`config.mk`:
```
export PLATFORM = sky130hd
export DESIGN_NAME = spi_slave
export DESIGN_NICKNAME = d
export VERILOG_FILES = /design/src/rtl/spi_slave.sv
export SDC_FILE = /design/constraint.sdc
export NUM_CORES = 1
export LEC_CHECK = 0
export ABC_CLOCK_PERIOD_IN_PS = 1900
export BUFFER_PORTS_ARGS = -buffer_cell sky130_fd_sc_hd__buf_2
export CORE_MARGIN = 5
export CORE_UTILIZATION = 56
export DETAILED_ROUTE_END_ITERATION = 7
export HOLD_SLACK_MARGIN = 0.02
export PLACE_DENSITY = 0.88
export SLEW_MARGIN = 20
export SYNTH_ARGS = -nofsm -noshare
export SYNTH_HDL_FRONTEND = slang
export SYNTH_SLANG_ARGS = --single-unit
```
`constraint.sdc`:
```
create_clock -name clk_i -period 1.9 [get_ports clk_i]
set_input_delay 0.095 -clock clk_i [delete_from_list [all_inputs] [get_ports clk_i]]
set_output_delay 0.095 -clock clk_i [all_outputs]
set_load 0.01 [all_outputs]
```
`src/rtl/spi_slave.sv`:
```
// SPI mode-0 slave (CPOL=0, CPHA=0, MSB first, 8-bit frames).
// The SPI pins are oversampled in the system clock domain. Edges are found by
// comparing the synchronized sample with the previous one and are then
// registered once more, so every action happens one cycle after detection.
// A single-entry transmit buffer feeds the miso shift register through a
// valid/ready handshake.
module spi_slave #(
    parameter int SYNC_STAGES = 2
) (
    input  logic       clk_i,
    input  logic       rst_ni,
    input  logic       sclk_i,
    input  logic       mosi_i,
    input  logic       ss_n_i,
    output logic       miso_o,
    output logic       miso_oe_o,
    input  logic [7:0] tx_data_i,
    input  logic       tx_valid_i,
    output logic       tx_ready_o,
    output logic [7:0] rx_data_o,
    output logic       rx_valid_o,
    output logic       underrun_o,
    output logic       busy_o
);

    typedef enum logic {
        IDLE,
        ACTIVE
    } state_t;

    // Synchronizer chains; the last stage is the usable sample.
    logic [SYNC_STAGES-1:0] sclkSync_q;
    logic [SYNC_STAGES-1:0] mosiSync_q;
    logic [SYNC_STAGES-1:0] ssSync_q;

    logic sclkNow;
    logic mosiNow;
    logic ssNow;

    // Previous samples and registered edge strobes.
    logic sclkPrev_q;
    logic ssPrev_q;
    logic mosiAligned_q;
    logic sclkRise_q;
    logic sclkFall_q;
    logic ssFall_q;
    logic ssRise_q;

    // Protocol state.
    state_t     state_q,    state_d;
    logic [7:0] txShift_q,  txShift_d;
    logic [7:0] rxShift_q,  rxShift_d;
    logic [2:0] bitCnt_q,   bitCnt_d;
    logic       byteEnd_q,  byteEnd_d;
    logic       bufValid_q, bufValid_d;
    logic [7:0] bufData_q,  bufData_d;
    logic [7:0] rxData_q,   rxData_d;
    logic       rxValid_q,  rxValid_d;
    logic       underrun_q, underrun_d;

    logic       loadShift;
    logic       txAccept;

    assign sclkNow = sclkSync_q[SYNC_STAGES-1];
    assign mosiNow = mosiSync_q[SYNC_STAGES-1];
    assign ssNow   = ssSync_q[SYNC_STAGES-1];

    // Shift the raw pins through the synchronizer chains; ss_n idles high.
    always_ff @(posedge clk_i or negedge rst_ni) begin
        if (!rst_ni) begin
            sclkSync_q <= '0;
            mosiSync_q <= '0;
            ssSync_q   <= '1;
        end else begin
            sclkSync_q <= {sclkSync_q[SYNC_STAGES-2:0], sclk_i};
            mosiSync_q <= {mosiSync_q[SYNC_STAGES-2:0], mosi_i};
            ssSync_q   <= {ssSync_q[SYNC_STAGES-2:0], ss_n_i};
        end
    end

    // Detect edges on the synchronized pins and register them, keeping mosi
    // aligned with the sclk edge strobe that will consume it.
    always_ff @(posedge clk_i or negedge rst_ni) begin
        if (!rst_ni) begin
            sclkPrev_q    <= 1'b0;
            ssPrev_q      <= 1'b1;
            mosiAligned_q <= 1'b0;
            sclkRise_q    <= 1'b0;
            sclkFall_q    <= 1'b0;
            ssFall_q      <= 1'b0;
            ssRise_q      <= 1'b0;
        end else begin
            sclkPrev_q    <= sclkNow;
            ssPrev_q      <= ssNow;
            mosiAligned_q <= mosiNow;
            sclkRise_q    <= sclkNow & ~sclkPrev_q;
            sclkFall_q    <= ~sclkNow & sclkPrev_q;
            ssFall_q      <= ~ssNow & ssPrev_q;
            ssRise_q      <= ssNow & ~ssPrev_q;
        end
    end

    // State and datapath registers.
    always_ff @(posedge clk_i or negedge rst_ni) begin
        if (!rst_ni) begin
            state_q    <= IDLE;
            txShift_q  <= 8'h00;
            rxShift_q  <= 8'h00;
            bitCnt_q   <= 3'd0;
            byteEnd_q  <= 1'b0;
            bufValid_q <= 1'b0;
            bufData_q  <= 8'h00;
            rxData_q   <= 8'h00;
            rxValid_q  <= 1'b0;
            underrun_q <= 1'b0;
        end else begin
            state_q    <= state_d;
            txShift_q  <= txShift_d;
            rxShift_q  <= rxShift_d;
            bitCnt_q   <= bitCnt_d;
            byteEnd_q  <= byteEnd_d;
            bufValid_q <= bufValid_d;
            bufData_q  <= bufData_d;
            rxData_q   <= rxData_d;
            rxValid_q  <= rxValid_d;
            underrun_q <= underrun_d;
        end
    end

    // Next-state logic: frame control, bit shifting, buffer load and refill.
    always_comb begin
        state_d    = state_q;
        txShift_d  = txShift_q;
        rxShift_d  = rxShift_q;
        bitCnt_d   = bitCnt_q;
        byteEnd_d  = byteEnd_q;
        bufValid_d = bufValid_q;
        bufData_d  = bufData_q;
        rxData_d   = rxData_q;
        rxValid_d  = 1'b0;
        underrun_d = 1'b0;
        loadShift  = 1'b0;

        case (state_q)
            IDLE: begin
                if (ssFall_q) begin
                    loadShift = 1'b1;
                    bitCnt_d  = 3'd0;
                    rxShift_d = 8'h00;
                    byteEnd_d = 1'b0;
                    state_d   = ACTIVE;
                end
            end
            ACTIVE: begin
                if (ssRise_q) begin
                    // Deselect wins over any sclk edge seen in the same cycle.
                    bitCnt_d  = 3'd0;
                    byteEnd_d = 1'b0;
                    state_d   = IDLE;
                end else begin
                    if (sclkRise_q) begin
                        rxShift_d = {rxShift_q[6:0], mosiAligned_q};
                        if (bitCnt_q == 3'd7) begin
                            rxData_d  = {rxShift_q[6:0], mosiAligned_q};
                            rxValid_d = 1'b1;
                            bitCnt_d  = 3'd0;
                            byteEnd_d = 1'b1;
                        end else begin
                            bitCnt_d = bitCnt_q + 3'd1;
                        end
                    end
                    if (sclkFall_q) begin
                        if (byteEnd_q) begin
                            byteEnd_d = 1'b0;
                            loadShift = 1'b1;
                        end else begin
                            txShift_d = {txShift_q[6:0], 1'b0};
                        end
                    end
                end
            end
            default: begin
                state_d = IDLE;
            end
        endcase

        // A load takes the buffered byte, or sends zeros and flags underrun.
        if (loadShift) begin
            if (bufValid_q) begin
                txShift_d  = bufData_q;
                bufValid_d = 1'b0;
            end else begin
                txShift_d  = 8'h00;
                underrun_d = 1'b1;
            end
        end

        // A write can only be accepted into an empty buffer, so a load in the
        // same cycle has already seen it empty and the write still lands.
        if (txAccept) begin
            bufValid_d = 1'b1;
            bufData_d  = tx_data_i;
        end
    end

    assign txAccept   = tx_valid_i & ~bufValid_q;
    assign tx_ready_o = ~bufValid_q;
    assign miso_oe_o  = (state_q == ACTIVE);
    assign miso_o     = (state_q == ACTIVE) ? txShift_q[7] : 1'b0;
    assign busy_o     = (state_q == ACTIVE);
    assign rx_data_o  = rxData_q;
    assign rx_valid_o = rxValid_q;
    assign underrun_o = underrun_q;

endmodule
```
==> flow_metrics.tcl, run 1 <==
set metrics [dict create \
    drt_first_iter_violations 64 \
    leakagePower_uw 0.00117 \
    ctsResizeCount 0 \
    r2r_setup_slack_ns 0.40 \
    synth_area_um2 2110 \
    core_area_um2 3660 \
    slew_headroom_pct 73.7 \
    post-cts-setup-buffers 0 \
    core.rowCount 22 \
    dp_hpwl_um 2430 \
    cts_tree "built" \
    rsz0062_at_grt "false" \
    io_pins 28 \
    grt_start_max_net_pins 53 \
    critPathMaxStageDelay_ns 0.47 \
    cp_top_family "simple AND/OR/NAND/NOR gates" \
    period_needed_ns 1.50 \
    worstSkewPairLatency_ns 0.30 \
    clkTransAtPathRegs_ns 0.09 \
    gp_congestion 0.832 \
    drtPass1Iterations 4 \
    nets 222 \
    seq_area_frac_synth_pct 61.9 \
    synth_largest_area_cell "dfrtp_1" \
    synth_async_sr_flop_share_pct 100 \
    cts_root_buf "clkbuf_8" \
    cts_hold_buf 7 \
    crit_arrival_ns 1.69 \
    via_per_inst 5.39 \
    antenna_found_initial 0 \
    worstSetupPathType "reg -> reg" \
    path_buf_inv 0 \
    drv_slew 0 \
    die_height_um 71.4 \
    synth_edf_count 0 \
    dominantRegCellSynth "dfrtp_1" \
    startpoint_type "flop" \
    finClkSkew_ns 0.00931 \
    syn_avg_cell_area_um2 12.4 \
    cts_buffers 5 \
    fin_crit_sh_pct 78.9 \
    overflow 0 \
    dpl_cell_area_um2 2300 \
    post-place-ws_ns 0.390 \
    num_antenna_cells 0 \
    clockBufferDepth 2 \
    wl_per_cell_um 14.2 \
    ys_ff_latch 52 \
    yosys-top-cells-area "dfrtp_1, mux2_2, dfstp_2" \
    post-route-drc-count 0 \
    cts.sinks 52 \
    design_area_um2 2480 \
    vias 1375 \
    synth.yosys.warnings 0 \
    drive_gt1_share_pct 30.0 \
    holdCritPathClass "in -> reg" \
    finalSetupTns_ns 0 \
    yosys.cell_count.top_type "dfrtp_1" \
    synthTopCellsByCount "dfrtp_1, mux2_2, inv_1, o21ai_0" \
    endpoint_kind "flop" \
    drv_cap 0 \
    peakVddDrop_v 0.000789 \
    finalWorstSetupSlack_ns 0.402 \
    io_buffers 27 \
    drt_wl_total_um 3610 \
    power_density_nw_per_um2 1070 \
    grt_pass1_vias 1390 \
    fin_util_pct 67.6 \
    tightest_slew_ns 0.393 \
    synth_cells 170 \
    grt.total_usage_pct 16.3 \
    htreeDepth 2 \
    crit_fanout 10 \
    status "finished, final reports clean" \
    ys_types 31 \
    crit_chain "and2b_1 -> nand3_4 -> mux2_2" \
    ant_nets 0 \
    final_hold_viol_count 0 \
    fp.dieW_um 71.4 \
    synthToLayoutAreaGrowth_pct 17.4 \
    synth.net_count 186 \
    fmax_ghz 0.667 \
    setup_viol 0 \
    die_area_um2 5090 \
    yosysTopAreaCellShare_pct 58.2 \
    grt_pass1_wl_um 6470 \
    required_ns 2.09 \
    start_util_pct 57.6 \
    critPathSlowestCell "dfrtp_1" \
]
==> layout by cell type, fill, tap and decap left out <==
master         Yosys  layout
a21o_1             2       2
a22o_1             1       1
a31oi_1            6       6
a31oi_2            1       1
and2_1             1       1
and2b_1            1       1
and3b_1            1       1
and4b_1            1       1
buf_12             0       2
buf_2              6      27
buf_4              2       4
clkbuf_8           0       6
clkinvlp_4         0       2
dfrtp_1           49      49
dfstp_2            3       3
dlygate4sd3_1      0       8
ha_1               2       2
inv_1             11      11
mux2_2            16      16
mux2i_1            3       3
nand2_1            5       5
nand2b_1           2       2
nand3_1            7       7
nand3_4            1       1
nand3b_1           1       1
nand4_1            7       7
nor2_1             4       4
nor2b_1            6       6
nor3_1             7       7
o211ai_1           7       7
o21ai_0           11      11
o32ai_1            1       1
or2_1              1       1
==> cells by family after synthesis <==
logic type | count (synthesis) | synth area share, %
adders and majority gates | 2 | 1.19
DFF | 52 | 61.9
muxes | 19 | 9.97
and+or+nand+nor | 45 | 12.4
AOI/OAI and AO/OA | 29 | 9.02
buffers and inverters | 23 | 5.52
==> layer usage <==
| layer | GRT usage, % | wire (µm) | up-vias |
|---|---|---|---|
| met5 | 0 | 0 | - |
| met3 | 5.19 | 214 | 6 |
| met4 | 5.64 | 59 | 0 |
| met2 | 25.1 | 1750 | 38 |
| met1 | 21.8 | 1590 | 657 |
| li1 | - | - | 674 |
==> stage by stage <==
step           hold slack (ns)  cells  power (µW)
2_1_floorplan           -0.201    170        1840
3_3_place_gp            0.0993    239        1990
6_report                0.0316    255        2660
5_1_grt                 0.0219    255        2830
4_1_cts                 0.0234    254        2670
3_5_place_dp             0.103    239        2020
==> worst paths after layout <==
kind / from / endpoint / depth (start not counted)
hold / removal: tx_data_i[6] / bufData_q[6] / 2
max in group asynchronous: rst_ni / ssSync_q[0] / 3
min in group asynchronous: rst_ni / bitCnt_q[2] / 3
setup / recovery: busy_o / rx_data_o[5] / 3
setup reg to reg: busy_o / rx_data_o[5] / 3
hold reg to reg: sclkSync_q[0] / sclkSync_q[1] / 0
==> layout make-up <==
class,instances,area (µm²)
fill,261,1180
timing repair buffer,41,285
clock buffer,6,82.6
multi-input combinational,95,687
sequential,52,1310
tap,48,60.1
clock inverter,2,15.0
inverter,11,41.3
==> sequential cells by signal, indices dropped and copies added, names as in the netlist, 2 cells and up <==
register / count
rxShift_q: 7
ssSync_q: 2
bitCnt_q: 3
txShift_q: 8
rx_data_o: 8
mosiSync_q: 2
sclkSync_q: 2
bufData_q: 8
==> report_power, final <==
| part | total [µW] | leakage, µW | internal, µW | switching [µW] |
|---|---|---|---|---|
| combinational | 554 | 0.000472 | 283 | 271 |
| sequential | 1460 | 0.000651 | 1320 | 137 |
| clock | 646 | 0.0000434 | 295 | 351 |
| total | 2660 | 0.00117 | 1900 | 758 |
Note: power is estimated with default switching activity, not from simulation.
==> inputs of run 2 (changes only) <==
Settings changed: ABC_CLOCK_PERIOD_IN_PS 1900 to 1400.
Clock period 1.9 ns to 1.4 ns, I/O delays scaled along.
==> flow_metrics.tcl, run 2 (same netlist as run 1, synthesis figures left out) <==
set metrics [dict create \
    final_common_cell "dfrtp_1" \
    status "finished, final reports clean" \
    endpoint_kind "flop" \
    crit_start "bitCnt_q[0]" \
    fin_crit_sh_pct 94.8 \
    cts.sinks 52 \
    grt.total_usage_pct 16.3 \
    fmax_ghz 0.753 \
    cts_root_buf "clkbuf_8" \
    synthToLayoutAreaGrowth_pct 23.7 \
    critPathSlowestCell "dfrtp_1" \
    io_pins 28 \
    hp-start "tx_data_i[2]" \
    wl_per_cell_um 14.5 \
    switching_share_pct 27.3 \
    dpl_cell_area_um2 2340 \
    cts_tree "built" \
    seqPwrFrac_pct 51.9 \
    io_buffers 27 \
    worstSkewPairLatency_ns 0.29 \
    vias 1452 \
    die_height_um 71.4 \
    required_ns 1.58 \
    instances_no_fill 266 \
    combPwrFrac_pct 22.4 \
    grt_pass1_wl_um 6640 \
    clockBufferDepth 2 \
    die_area_um2 5090 \
    num_antenna_cells 0 \
    grt_pass1_vias 1425 \
    drive_gt1_share_pct 35.3 \
    nets 233 \
    cts_buffers 5 \
    p_sw_uw 1040 \
    fp.dieW_um 71.4 \
    power_density_nw_per_um2 1460 \
    drt_wl_total_um 3860 \
    htreeDepth 2 \
    core.rowCount 22 \
    leakagePower_uw 0.00122 \
    clockPowerShare_pct 25.7 \
    drv_slew 0 \
    period_needed_ns 1.33 \
    drt_first_iter_violations 78 \
    startpoint_type "flop" \
    clkTransAtPathRegs_ns 0.08 \
    worstSetupPathType "reg -> reg" \
    path_buf_inv 0 \
    finalSetupTns_ns 0 \
    design_area_um2 2610 \
    cp_top_family "flip-flops" \
    crit_arrival_ns 1.51 \
    critPathMaxStageDelay_ns 0.39 \
    drtPass1Iterations 4 \
    hold-worst-slack_ns 0.0261 \
    place_inst 246 \
    slew_headroom_pct 71.2 \
    rsz0062_at_grt "false" \
    setup_viol 0 \
    grt_start_max_net_pins 29 \
    finClkSkew_ns 0.00710 \
    holdCritPathClass "in -> reg" \
    antenna_found_initial 0 \
    fillers 245 \
    final_hold_viol_count 0 \
    crit_fanout 5 \
    dp_hpwl_um 2660 \
    core_area_um2 3660 \
    drv_cap 0 \
    p_int_uw 2770 \
    overflow 0 \
    tightest_slew_ns 0.432 \
    start_util_pct 57.6 \
    gp_congestion 0.819 \
    post-route-drc-count 0 \
    ant_nets 0 \
    peakVddDrop_v 0.000946 \
    r2r-start "bitCnt_q[0]" \
    final_cell_mix "dfrtp_1, buf_2, mux2_2" \
    via_per_inst 5.46 \
    crit_chain "ha_2 -> ha_4 -> nand3_4 -> mux2_2" \
]
-- run 2: cell count changes in the layout (fill, tap and decap cells not counted), sizes merged --
cell | previous run | this run
buf | 33 | 41
clkinvlp | 2 | 0
dlygate4sd3 | 8 | 10
bufinv | 0 | 1
clkbuf | 6 | 7
nand3 | 8 | 9
-- run 2: cell type report --
type | instances | area (µm²) | share of cell area, %
flip-flops and latches | 52 | 1310 | 50.1
multi-input cells | 96 | 741 | 28.4
repair buffers | 51 | 353 | 13.5
clock buffers | 7 | 76.3 | 2.93
well taps | 48 | 60.1 | 2.30
inverters | 11 | 41.3 | 1.58
clock inverters | 1 | 30.0 | 1.15
-- run 2: repair_timing --
action / 4_1_cts / 5_1_grt
hold buffers: 8 / 2
setup buffers: 0 / 1
gates resized for setup: 1 / 15
endpoints found under the setup margin: 8 / 23
endpoints found under the hold margin: 59 / 2
cloned: 1 / 0
-- run 2: per-layer routing --
metal,vias up,routed length [µm],track usage [%]
met5,-,0,0
met4,0,75,5.01
met3,8,221,3.09
met2,47,1940,26.1
met1,706,1630,22.5
li1,691,-,-
-- run 2: power groups by stage --
stage | registers [µW] | clock network (µW) | logic, µW
floorplan | 1940 | 0 | 552
global placement | 1970 | 0 | 751
detailed placement | 1990 | 0 | 801
CTS | 1970 | 990 | 821
global route | 2010 | 1060 | 954
finish | 1980 | 977 | 854
-- run 2: worst paths after layout --
path	endpoint	slack, ns	cells after the start
max reg2reg	rx_data_o[7]	0.07	4
min reg2reg	mosiAligned_q	0.35	0
max in group asynchronous	txShift_q[1]	0.76	3
min in group asynchronous	sclkSync_q[0]	0.18	2
min	bufData_q[2]	0.03	2
max	rx_data_o[7]	0.07	4
-- run 2: metrics by stage --
step | total power [µW] | utilization, % | worst slack [ns]
detailed placement | 2790 | 63.9 | -0.0169
CTS | 3780 | 69.3 | 0.00155
floorplan | 2490 | - | 0.0246
global placement | 2720 | 63.9 | 0.0153
global route | 4020 | 71.2 | 0.0149
finish | 3810 | 71.2 | 0.0724
